<file path="src/rtl/clk_div_ctrl.sv">
// clk_div_ctrl: programmable clock divider with a handshaked configuration port.
// It produces a tick pulse at the end of each period and a divided square wave.
// The IDLE/RUN/PENDING FSM lets the divisor change mid-run without truncating
// the current period.
//
// Ports:
//   clk, reset          system clock, asynchronous active-high reset
//   cfg_valid/cfg_ready configuration handshake (cfg_ready is combinational)
//   cfg_div, cfg_oneshot requested divisor and mode (1 = single period)
//   start, stop         begin counting from IDLE / abort counting
//   tick                one-cycle pulse at each period end (registered)
//   clk_out             divided square wave, high for the first floor(div/2) counts
//   busy                high in RUN or PENDING (combinational)
//   done                one-cycle pulse when a one-shot period completes
//   cfg_err             one-cycle pulse after an accepted divisor below MIN_DIV
module clk_div_ctrl #(
  parameter int unsigned WIDTH       = 32,
  parameter int unsigned DEFAULT_DIV = 100_000_000,
  parameter int unsigned MIN_DIV     = 2
) (
  input  logic             clk,
  input  logic             reset,
  input  logic             cfg_valid,
  output logic             cfg_ready,
  input  logic [WIDTH-1:0] cfg_div,
  input  logic             cfg_oneshot,
  input  logic             start,
  input  logic             stop,
  output logic             tick,
  output logic             clk_out,
  output logic             busy,
  output logic             done,
  output logic             cfg_err
);

  localparam logic [1:0] IDLE    = 2'd0;
  localparam logic [1:0] RUN     = 2'd1;
  localparam logic [1:0] PENDING = 2'd2;

  localparam logic [WIDTH-1:0] DIV_RST = WIDTH'(DEFAULT_DIV);
  localparam logic [WIDTH-1:0] DIV_MIN = WIDTH'(MIN_DIV);

  logic [1:0]       state, state_nxt;
  logic [WIDTH-1:0] cnt, cnt_nxt;
  logic [WIDTH-1:0] div_active, div_nxt;
  logic [WIDTH-1:0] div_pend, div_pend_nxt;
  logic             oneshot_active, oneshot_nxt;
  logic             oneshot_pend, oneshot_pend_nxt;
  logic             tick_nxt, clk_out_nxt, done_nxt, cfg_err_nxt;

  logic             cfg_fire, cfg_take, wrap;
  logic [WIDTH-1:0] cnt_inc;

  // Handshake and status decode
  assign cfg_ready = (state != PENDING);
  assign busy      = (state != IDLE);
  assign cfg_fire  = cfg_valid & cfg_ready;
  assign cfg_take  = cfg_fire & (cfg_div >= DIV_MIN);
  assign wrap      = (cnt >= (div_active - WIDTH'(1)));
  assign cnt_inc   = cnt + WIDTH'(1);

  // Next-state, counter, configuration and output decode
  always_comb begin
    state_nxt        = state;
    cnt_nxt          = cnt;
    div_nxt          = div_active;
    oneshot_nxt      = oneshot_active;
    div_pend_nxt     = div_pend;
    oneshot_pend_nxt = oneshot_pend;
    tick_nxt         = 1'b0;
    done_nxt         = 1'b0;
    cfg_err_nxt      = cfg_fire & ~cfg_take;
    clk_out_nxt      = 1'b0;

    case (state)
      IDLE: begin
        // Loading before the start check lets cfg+start run with the new divisor
        if (cfg_take) begin
          div_nxt     = cfg_div;
          oneshot_nxt = cfg_oneshot;
        end
        if (start && !stop) begin
          state_nxt = RUN;
          cnt_nxt   = '0;
        end
      end

      RUN: begin
        if (stop || (wrap && oneshot_active)) begin
          // Run ends here: a config arriving on this edge becomes active directly
          state_nxt = IDLE;
          cnt_nxt   = '0;
          if (cfg_take) begin
            div_nxt     = cfg_div;
            oneshot_nxt = cfg_oneshot;
          end
          if (!stop) begin
            tick_nxt = 1'b1;
            done_nxt = 1'b1;
          end
        end else begin
          cnt_nxt  = wrap ? '0 : cnt_inc;
          tick_nxt = wrap;
          // New divisor waits for the end of the period that follows this edge
          if (cfg_take) begin
            div_pend_nxt     = cfg_div;
            oneshot_pend_nxt = cfg_oneshot;
            state_nxt        = PENDING;
          end
        end
      end

      PENDING: begin
        if (stop) begin
          state_nxt   = IDLE;
          cnt_nxt     = '0;
          div_nxt     = div_pend;
          oneshot_nxt = oneshot_pend;
        end else if (wrap) begin
          tick_nxt    = 1'b1;
          cnt_nxt     = '0;
          div_nxt     = div_pend;
          oneshot_nxt = oneshot_pend;
          // A one-shot period still completes under its own mode
          if (oneshot_active) begin
            done_nxt  = 1'b1;
            state_nxt = IDLE;
          end else begin
            state_nxt = RUN;
          end
        end else begin
          cnt_nxt = cnt_inc;
        end
      end

      default: begin
        state_nxt = IDLE;
        cnt_nxt   = '0;
      end
    endcase

    // Square wave follows the count and divisor that hold after this edge
    if (state_nxt != IDLE) begin
      clk_out_nxt = (cnt_nxt < (div_nxt >> 1));
    end
  end

  // State and output registers
  always_ff @(posedge clk or posedge reset) begin
    if (reset) begin
      state          <= IDLE;
      cnt            <= '0;
      div_active     <= DIV_RST;
      oneshot_active <= 1'b0;
      div_pend       <= '0;
      oneshot_pend   <= 1'b0;
      tick           <= 1'b0;
      clk_out        <= 1'b0;
      done           <= 1'b0;
      cfg_err        <= 1'b0;
    end else begin
      state          <= state_nxt;
      cnt            <= cnt_nxt;
      div_active     <= div_nxt;
      oneshot_active <= oneshot_nxt;
      div_pend       <= div_pend_nxt;
      oneshot_pend   <= oneshot_pend_nxt;
      tick           <= tick_nxt;
      clk_out        <= clk_out_nxt;
      done           <= done_nxt;
      cfg_err        <= cfg_err_nxt;
    end
  end

endmodule

</file>
<file path="config.mk">
export PLATFORM = sky130hd
export DESIGN_NAME = clk_div_ctrl
export DESIGN_NICKNAME = d
export VERILOG_FILES = /design/src/rtl/clk_div_ctrl.sv
export SDC_FILE = /design/constraint.sdc
export NUM_CORES = 1
export LEC_CHECK = 0
export ABC_AREA = 0
export CAP_MARGIN = 25
export CORE_MARGIN = 4
export CORE_UTILIZATION = 35
export DETAILED_ROUTE_END_ITERATION = 12
export GPL_ROUTABILITY_DRIVEN = 0
export GPL_TIMING_DRIVEN = 0
export PLACE_DENSITY = 0.52
export SETUP_SLACK_MARGIN = 0.05
export SLEW_MARGIN = 40
export SYNTH_ARGS = -nofsm -noshare
export SYNTH_HDL_FRONTEND = slang
export SYNTH_SLANG_ARGS = --single-unit
</file>
<file path="constraint.sdc">
create_clock -name clk -period 7.8 [get_ports clk]
set_clock_uncertainty 0.15 [all_clocks]
set_input_delay 2.34 -clock clk [delete_from_list [all_inputs] [get_ports clk]]
set_output_delay 2.34 -clock clk [all_outputs]
set_load 0.005 [all_outputs]
</file>
Word level (Yosys, flattened, before mapping)

Index checks and enable logic that the tools add are counted.

Flip-flop bits (word level): 104
Input bits: 38
Logic and storage cells: 69
Output and inout bits: 6

Magnitude comparators: 3
Equality and inequality tests: 5
Bitwise gates (word level): 5
Add/subtract/negate cells: 2
Multiplexer cells: 33
Reduce and logical (&&, ||, !) cells: 10

Operators by type and width:

| cell                    | count |
|---|---|
| $mux W32                | 8 |
| $pmux W32 S3            | 2 |
| $add A32 B1 Y32 const B | 1 |
| $ge A32 B2 Y1 const B   | 1 |
| $ge A32 B32 Y1          | 1 |
| $lt A32 B31 Y1          | 1 |
| $sub A32 B1 Y32 const B | 1 |
| $mux W1                 | 14 |
| $mux W2                 | 5 |
| $pmux W2 S3             | 1 |
| $reduce_and A3 Y1       | 2 |
| $ne A2 B2 Y1 const B    | 2 |
| $pmux W1 S2             | 2 |
| $reduce_bool A2 Y1      | 2 |
| $and A1 B1 Y1           | 3 |
| $ne A3 B3 Y1 const B    | 1 |
| $pmux W1 S3             | 1 |
| $reduce_bool A3 Y1      | 1 |
| $eq A2 B1 Y1 const B    | 1 |
| $eq A2 B2 Y1 const B    | 1 |
| $logic_and A1 B1 Y1     | 2 |
| $logic_not A2 Y1        | 1 |
| $not A1 Y1              | 2 |
| $logic_not A1 Y1        | 1 |
| $logic_or A1 B1 Y1      | 1 |

Logic depth before layout (Yosys ltp)

Gate-level depths: netlist of run 1.

Word-level depth: 8
Depth in mapped cells: 27
Gate-level depth less buffers: 25

Worst setup path before layout of run 1

OpenSTA, ideal clock, no wires.

Kind: register to register
Start: register div_active[3]
End: register clk_out
Data arrival time: 5510 ps
Stages on the path, launching flop included: 27
Library setup time: 65 ps
Path slack: 2075 ps
Path through: dfrtp_1 -> nor4_1 -> nand4_1 -> or2_2 -> nand2b_4 -> nor4_1 -> xnor2_1 -> ha_1 -> nand4_1 -> nor4_1 -> o311a_1 -> buf_6 -> or2_1 -> buf_6 -> clkbuf_1 -> o21ai_0 -> a21oi_1 -> nor2_1 -> ha_1 -> a21o_1 -> a21o_1 -> a21o_1 -> a21oi_1 -> o221a_2 -> o211ai_1 -> a311oi_1 -> o21a_1

Cells in the longest elaborated chain, start to end: 8
Elaborated cells on any way between the ends: 20
Classes of those cells: add/sub: 1; order compare: 2; mux: 14; reduce/logical: 3

Ends and longest elaborated chain:

| what                     | line | source |
|---|---|---|
| start: declaration       | 45   | `logic [WIDTH-1:0] div_active, div_nxt;` |
| start signal: assignment | 164  | `div_active <= div_nxt;` |
| $sub A32 B1 Y32 *        | 59   | `assign wrap = (cnt >= (div_active - WIDTH'(1)));` |
| $ge A32 B32 Y1 *         | 59   |  |
| $logic_and A1 B1 Y1      | 89   | `if (stop \|\| (wrap && oneshot_active)) begin` |
| $logic_or A1 B1 Y1       | 89   |  |
| $mux W32                 | 89   |  |
| $pmux W32 S3 *           | 75   | `case (state)` |
| via cnt_nxt[9]           | 44   | `logic [WIDTH-1:0] cnt, cnt_nxt;` |
| $lt A32 B31 Y1 *         | 144  | `clk_out_nxt = (cnt_nxt < (div_nxt >> 1));` |
| $mux W1 *                | 143  | `if (state_nxt != IDLE) begin` |
| via clk_out_nxt          | 49   | `logic tick_nxt, clk_out_nxt, done_nxt, cfg_err_nxt;` |
| end signal: assignment   | 169  | `clk_out <= clk_out_nxt;` |
| end: declaration         | 30   | `output logic clk_out,` |

Mark *: on every way through the listed nets, which the timed path passes. The rest lies on a longest branch. The select of a mux whose other input is x is not followed.
A chain may end at the register's enable or synchronous reset.

Worst setup path in the final report of run 1

Start: input port cfg_div[21]
End: register clk_out

Cells in the longest elaborated chain, start to end: 7
Elaborated cells on any way between the ends: 11
Classes of those cells: order compare: 2; mux: 7; bitwise: 1; reduce/logical: 1

Ends and longest elaborated chain:

| what                                                 | line        | source |
|---|---|---|
| start: declaration                                   | 25          | `input logic [WIDTH-1:0] cfg_div,` |
| $ge A32 B2 Y1                                        | 58          | `assign cfg_take = cfg_fire & (cfg_div >= DIV_MIN);` |
| $and A1 B1 Y1                                        | 58          |  |
| $mux W32 or $mux W2 (tied branches)                  | 78, 93, 105 |  |
| $mux W32 or $mux W2 (tied branches)                  | 89          |  |
| $pmux W32 S3 or $pmux W2 S3 (tied branches)          | 75          |  |
| $lt A32 B31 Y1 or $reduce_bool A2 Y1 (tied branches) | 144, 143    |  |
| $mux W1 *                                            | 143         |  |
| via clk_out_nxt                                      | 49          |  |

Marked as above.

==> results of run 1 <==
==> registers in the layout, summed over array words and instances (netlist names) <==
register        cells
div_active         32
div_pend           32
clk_out             1
oneshot_active      1
cfg_err             1
tick                1
state               2
cnt                32
done                1
oneshot_pend        1
==> cell families (layout without fill, tap and decap cells) <==
family,Yosys count,in the layout,share of synthesized area
buffers and inverters,57,117,0.0354
multiplexers,56,56,0.0848
AND/OR/NAND/NOR,257,257,0.175
flip-flops,104,104,0.352
XOR/XNOR,30,30,0.0354
AO/OA/AOI/OAI,232,232,0.203
adder cells (fa/ha/maj),68,68,0.114
==> area by class of cell <==
| cell class | instances | area (sq um) | area share |
|---|---|---|---|
| multi-input combinational | 643 | 4570 | 0.534 |
| sequential | 104 | 2620 | 0.306 |
| timing repair buffer | 44 | 458 | 0.0536 |
| tap | 275 | 344 | 0.0403 |
| clock buffer | 10 | 229 | 0.0268 |
| buffer | 45 | 219 | 0.0256 |
| clock inverter | 6 | 57.6 | 0.00674 |
| inverter | 12 | 52.6 | 0.00615 |
==> how the worst max path moves through the flow <==
stage | slack, ns | to
after detailed placement | 0.13 | clk_out
final | 0.52 | clk_out
after CTS | 0.18 | clk_out
after floorplan | 2.07 | clk_out
after global routing | 0.15 | clk_out
after global placement | 0.05 | clk_out
==> synthesized netlist by cell type, types with 3 or more instances <==
master,count
a21o_1,49
a21oi_1,83
a22oi_1,25
a311oi_1,3
a31oi_1,5
a32oi_1,9
and2_1,3
and3_1,12
and4_1,3
buf_1,4
buf_2,9
buf_6,5
clkbuf_1,27
dfrtp_1,92
dfstp_2,12
ha_1,68
inv_1,12
mux2_2,56
nand2_1,50
nand2b_1,3
nand3_1,18
nand3b_1,4
nand4_1,15
nor2_1,75
nor3_1,22
nor3b_1,6
nor4_1,20
o21ai_0,34
or2_2,3
or3_1,8
or4_1,4
xnor2_1,23
xor2_1,7
==> power breakdown <==
group	leakage [uW]	switching, uW	internal [uW]
clock	0.000142	243	226
sequential	0.00132	151	731
combinational	0.00241	896	636
==> critical path, delay by kind of cell <==
kind                     cells  cell delay, ns
AO/OA/AOI/OAI                9            1.95
buffers and inverters        4            1.43
AND/OR/NAND/NOR              5            1.41
adder cells (fa/ha/maj)      1            0.27
==> routing by layer <==
metal,wire length (um),share of wire,GRT usage,vias to the layer above
li1,-,-,-,3134
met1,11700,0.51,0.291,3002
met2,10100,0.44,0.298,99
met3,574,0.025,0.0177,25
met4,428,0.019,0.0568,0
met5,0,0,0,-
==> placed cells by master (no fill, tap or decap), types with 25 or more instances in the layout <==
cell type	n
dfrtp_1	92
nor2_1	74
clkdlybuf4s50_1	43
a21o_1	49
nand2_1	50
o21ai_0	34
a22oi_1	25
ha_1	68
mux2_2	56
clkbuf_1	27
a21oi_1	83
==> stage by stage <==
stage                     std cells   util
final                          1139  0.408
after global routing           1139  0.408
after CTS                      1139  0.407
after detailed placement       1123  0.393
after global placement         1122  0.392
after floorplan                 804      -
==> repair_timing <==
| item | in CTS | in global routing |
|---|---|---|
| gates resized for setup | 0 | 5 |
| setup endpoints to repair | 0 | 1 |
| endpoints found under the hold margin | 0 | 0 |
==> results.sh, run 1 <==
export IMPL_syn_avg_cell_area_sq_um=9.24
export IMPL_overflow=0
export IMPL_drt_total_wl_mm=22.8
export IMPL_dpl_cell_area_sq_um=8240
export IMPL_antenna_found_initial=0
export IMPL_synth_distinct_cells=58
export IMPL_power_total_uw=2880
export IMPL_grt_pass1_vias=6109
export IMPL_n_antenna_cell=0
export IMPL_grt_max_degree=66
export IMPL_worstPathMaxFanout=10
export IMPL_clockBufferDepth=2
export IMPL_period_share=0.933
export IMPL_synth_edf_count=0
export IMPL_r2r_start="div_active[3]"
export IMPL_vias=6260
export IMPL_fillCellCount=2201
export IMPL_yosys_area_top_type_share=0.310
export IMPL_crit_slowest_cell="nor4_1"
export IMPL_h_tree_depth=3
export IMPL_tritoncts="done"
export IMPL_synthesis_area_sq_um=7430
export IMPL_worst_slew_pin_slew_ns=0.743
export IMPL_rsz0062_at_grt="no"
export IMPL_timing_rr_end="clk_out"
export IMPL_status="complete, no violations"
export IMPL_ys_ff_latch=104
export IMPL_cpPeakStageDelay_ns=0.68
export IMPL_ant_nets=0
export IMPL_slew_violations=0
export IMPL_start_util=0.355
export IMPL_synthesis_nets=910
export IMPL_wire_per_inst_um=20.0
export IMPL_setup_viol=0
export IMPL_hold_path_class="reg -> reg"
export IMPL_min_from="div_pend[13]"
export IMPL_clock_sinks=104
export IMPL_placementRows=53
export IMPL_startpoint="cfg_div[21]"
export IMPL_root_buffer="clkbuf_16"
export IMPL_die_w_um=154
export IMPL_dp_hpwl_mm=18.0
export IMPL_drc=0
export IMPL_critical_path_class="in -> reg"
export IMPL_clkTransAtPathRegs_ns=0.08
export IMPL_post_cts_repair_setup_buffers=0
export IMPL_grt_usage=0.194
export IMPL_synthTopCellsByArea="dfrtp_1 (31%), ha_1 (11%), mux2_2 (8.5%), a21oi_1 (5.6%), a21o_1 (4.9%)"
export IMPL_drv_cap=0
export IMPL_worstSetupStartpointType="input pin"
export IMPL_drtIter0Drc=355
export IMPL_min_period_ns=7.28
export IMPL_whs_ns=0.357
export IMPL_hold_end="div_pend[13]"
export IMPL_core_sq_um=21000
export IMPL_ys_warn_count=0
export IMPL_numPortBuffers=43
export IMPL_area_growth_pct=15.0
export IMPL_reg2reg_depth=26
export IMPL_critical_path_arrival_ns=7.42
export IMPL_die_height_um=154
export IMPL_hold_depth=1
export IMPL_drive_gt1_frac=0.131
export IMPL_yosys_area_top_type="dfrtp_1"
export IMPL_worstPathRequired_ns=7.95
export IMPL_relSlewSlack=0.500
export IMPL_via_per_inst=5.50
export IMPL_endpoint_kind="register"
export IMPL_cts_buffers=9
export IMPL_vdd_drop_max_mv=0.153
export IMPL_nets=965
export IMPL_postCtsHoldBufs=0
export IMPL_fin_tns_setup_ns=0
export IMPL_syn_instance_count=804
export IMPL_total_leakage_power_uw=0.00387
export IMPL_cp_cell_sequence="clkdlybuf4s50_1 > nor4_1 > nand2_1 > nor4_1 > nor3b_1 > buf_2 > clkbuf_1 > clkbuf_1 > a32oi_1 > nor2_1 > a21oi_1 > ha_1 > a21o_1 > a21oi_1 > o21ai_0 > a221oi_1 > o211ai_1 > a311oi_1 > o21a_1"
export IMPL_seq_area_frac_synth=0.352
export IMPL_grt_pass1_wl_mm=35.9
export IMPL_clk_latency_ns=0.37
export IMPL_fin_area_sq_um=8540
export IMPL_post_place_ws_ns=0.128
export IMPL_finalHoldViolCount=0
export IMPL_powerDensity_nw_per_um2=338
export IMPL_setup_ws_ns=0.523
export IMPL_r2r_setup_slack_ns=0.67
export IMPL_drt_pass1_iterations=5
export IMPL_async_flop_share=1.00
export IMPL_fmax_mhz=137
export IMPL_synth_ff_type="dfrtp_1"
export IMPL_boundaryPins=44
export IMPL_die_area_sq_um=23600
Note: power is estimated with default switching activity, not from simulation.
==> run 2, diff against run 1 <==
SETUP_SLACK_MARGIN = 0.5   (was 0.05)
==> run 2 against run 1 <==
First-iteration DRC count down 10%. Power up 0.80%. Clock power about the same. Sequential share of layout area down 0.24 points. Fmax up 6.8%. Design area up 0.78%. Count of clock-buffer cells in the layout unchanged. Sequential power up 0.5%. Worst setup slack better by 0.47 ns. Utilization up 0.32 points. Wire length down 0.23%. Flip-flop and latch count unchanged.
==> results.sh, run 2 (synthesis gave the netlist of run 1 again) <==
export IMPL_status="complete, no violations"
export IMPL_via_per_inst=5.54
export IMPL_clk_latency_ns=0.37
export IMPL_vdd_drop_max_mv=0.153
export IMPL_placementRows=53
export IMPL_worstSetupStartpointType="input pin"
export IMPL_area_growth_pct=15.9
export IMPL_timing_rr_end="clk_out"
export IMPL_clock_sinks=104
export IMPL_setup_ws_ns=0.988
export IMPL_hold_depth=1
export IMPL_clockBufferDepth=2
export IMPL_drive_gt1_frac=0.140
export IMPL_critical_path_arrival_ns=6.96
export IMPL_postCtsHoldBufs=0
export IMPL_drc=0
export IMPL_worstPathRequired_ns=7.95
export IMPL_finalHoldViolCount=0
export IMPL_final_common_cell="dfrtp_1"
export IMPL_min_from="div_pend[13]"
export IMPL_post_cts_repair_setup_buffers=0
export IMPL_worst_slew_pin_slew_ns=0.733
export IMPL_utilization=0.411
export IMPL_critical_path_class="in -> reg"
export IMPL_min_period_ns=6.81
export IMPL_fin_tns_setup_ns=0
export IMPL_root_buffer="clkbuf_16"
export IMPL_cpPeakStageDelay_ns=0.48
export IMPL_crit_slowest_cell="clkdlybuf4s50_1"
export IMPL_grt_pass1_vias=6107
export IMPL_mostFrequentLayoutCells="dfrtp_1 (92), a21oi_1 (82), nor2_1 (74)"
export IMPL_slew_violations=0
export IMPL_reg2reg_depth=25
export IMPL_r2r_start="div_active[7]"
export IMPL_nets=965
export IMPL_hold_end="div_pend[13]"
export IMPL_n_antenna_cell=0
export IMPL_tritoncts="done"
export IMPL_total_leakage_power_uw=0.00391
export IMPL_antenna_found_initial=0
export IMPL_overflow=0
export IMPL_drt_pass1_iterations=5
export IMPL_die_w_um=154
export IMPL_drtIter0Drc=319
export IMPL_clkTransAtPathRegs_ns=0.08
export IMPL_grt_max_degree=66
export IMPL_die_area_sq_um=23600
export IMPL_hold_path_class="reg -> reg"
export IMPL_grt_pass1_wl_mm=35.9
export IMPL_fin_area_sq_um=8610
export IMPL_vias=6306
export IMPL_r2r_setup_slack_ns=0.99
export IMPL_drt_total_wl_mm=22.7
export IMPL_numPortBuffers=43
export IMPL_start_util=0.355
export IMPL_cp_num_buf_inv=3
export IMPL_relSlewSlack=0.512
export IMPL_wire_per_inst_um=19.9
export IMPL_cp_common_cell="a21oi_1"
export IMPL_powerDensity_nw_per_um2=338
export IMPL_rsz0062_at_grt="no"
export IMPL_drv_cap=0
export IMPL_fmax_mhz=147
export IMPL_cp_cell_sequence="clkdlybuf4s50_1 > nor4_1 > nand2_1 > nor4_4 > nor3b_1 > buf_2 > clkbuf_1 > mux2_2 > a22oi_1 > nor2_1 > a21oi_1 > ha_1 > a21o_1 > a21o_1 > a21oi_1 > o21ai_0 > a21oi_1 > o211ai_1 > a311oi_1 > o21a_1"
export IMPL_cp_top_family="compound AO/OA/AOI/OAI gates"
export IMPL_core_sq_um=21000
export IMPL_worstPathMaxFanout=10
export IMPL_h_tree_depth=3
export IMPL_period_share=0.873
export IMPL_setup_viol=0
export IMPL_grt_usage=0.194
export IMPL_die_height_um=154
export IMPL_boundaryPins=44
export IMPL_dp_hpwl_mm=18.0
export IMPL_endpoint_kind="register"
export IMPL_cts_buffers=9
export IMPL_reg_top3="cnt x32, div_active x32, div_pend x32"
export IMPL_ant_nets=0
export IMPL_post_place_ws_ns=0.128
export IMPL_dpl_cell_area_sq_um=8240
export IMPL_startpoint="cfg_div[21]"
run 2: cell types whose count changed in the layout (fill, tap and decap cells not counted), sizes merged:
cell | previous run | this run
buf | 19 | 18
clkbuf | 37 | 38
run 2: power breakdown:
group	total [uW]	internal (uW)	switching, uW
clock	470	226	243
sequential	886	730	156
combinational	1550	646	905
run 2: per-stage QoR:
step | hold slack [ns] | instances | power, uW
floorplan | 0.330 | 804 | 1950
finish | 0.357 | 1139 | 2910
global placement | 0.338 | 1122 | 2390
CTS | 0.361 | 1139 | 2900
detailed placement | 0.343 | 1123 | 2410
global route | 0.373 | 1139 | 3160
run 2: what timing repair did:
item / in CTS / in global routing
gates resized for setup: 4 / 15
endpoints found under the setup margin: 1 / 1
pin swaps: 0 / 1
run 2: area by class of cell:
type | instances | area, sq um
Buffer | 45 | 223
Clock buffer | 10 | 229
Clock inverter | 6 | 57.6
Fill cell | 2189 | 12300
Inverter | 12 | 52.6
Multi-Input combinational cell | 643 | 4630
Sequential cell | 104 | 2620
Tap cell | 275 | 344
Timing Repair Buffer | 44 | 458
run 2: how the worst max path moves through the flow:
stage	cells past startpoint	slack (ns)	endpoint
floorplan	26	2.07	clk_out
global placement	18	0.05	clk_out
detailed placement	18	0.13	clk_out
CTS	26	0.51	clk_out
global route	25	0.54	clk_out
finish	20	0.99	clk_out
run 2: per-layer routing:
layer,GRT usage,routed length [um],vias up
met1,0.291,11500,3003
met3,0.0177,752,25
met5,0,0,-
met2,0.298,10100,142
li1,-,-,3136
met4,0.0568,430,0
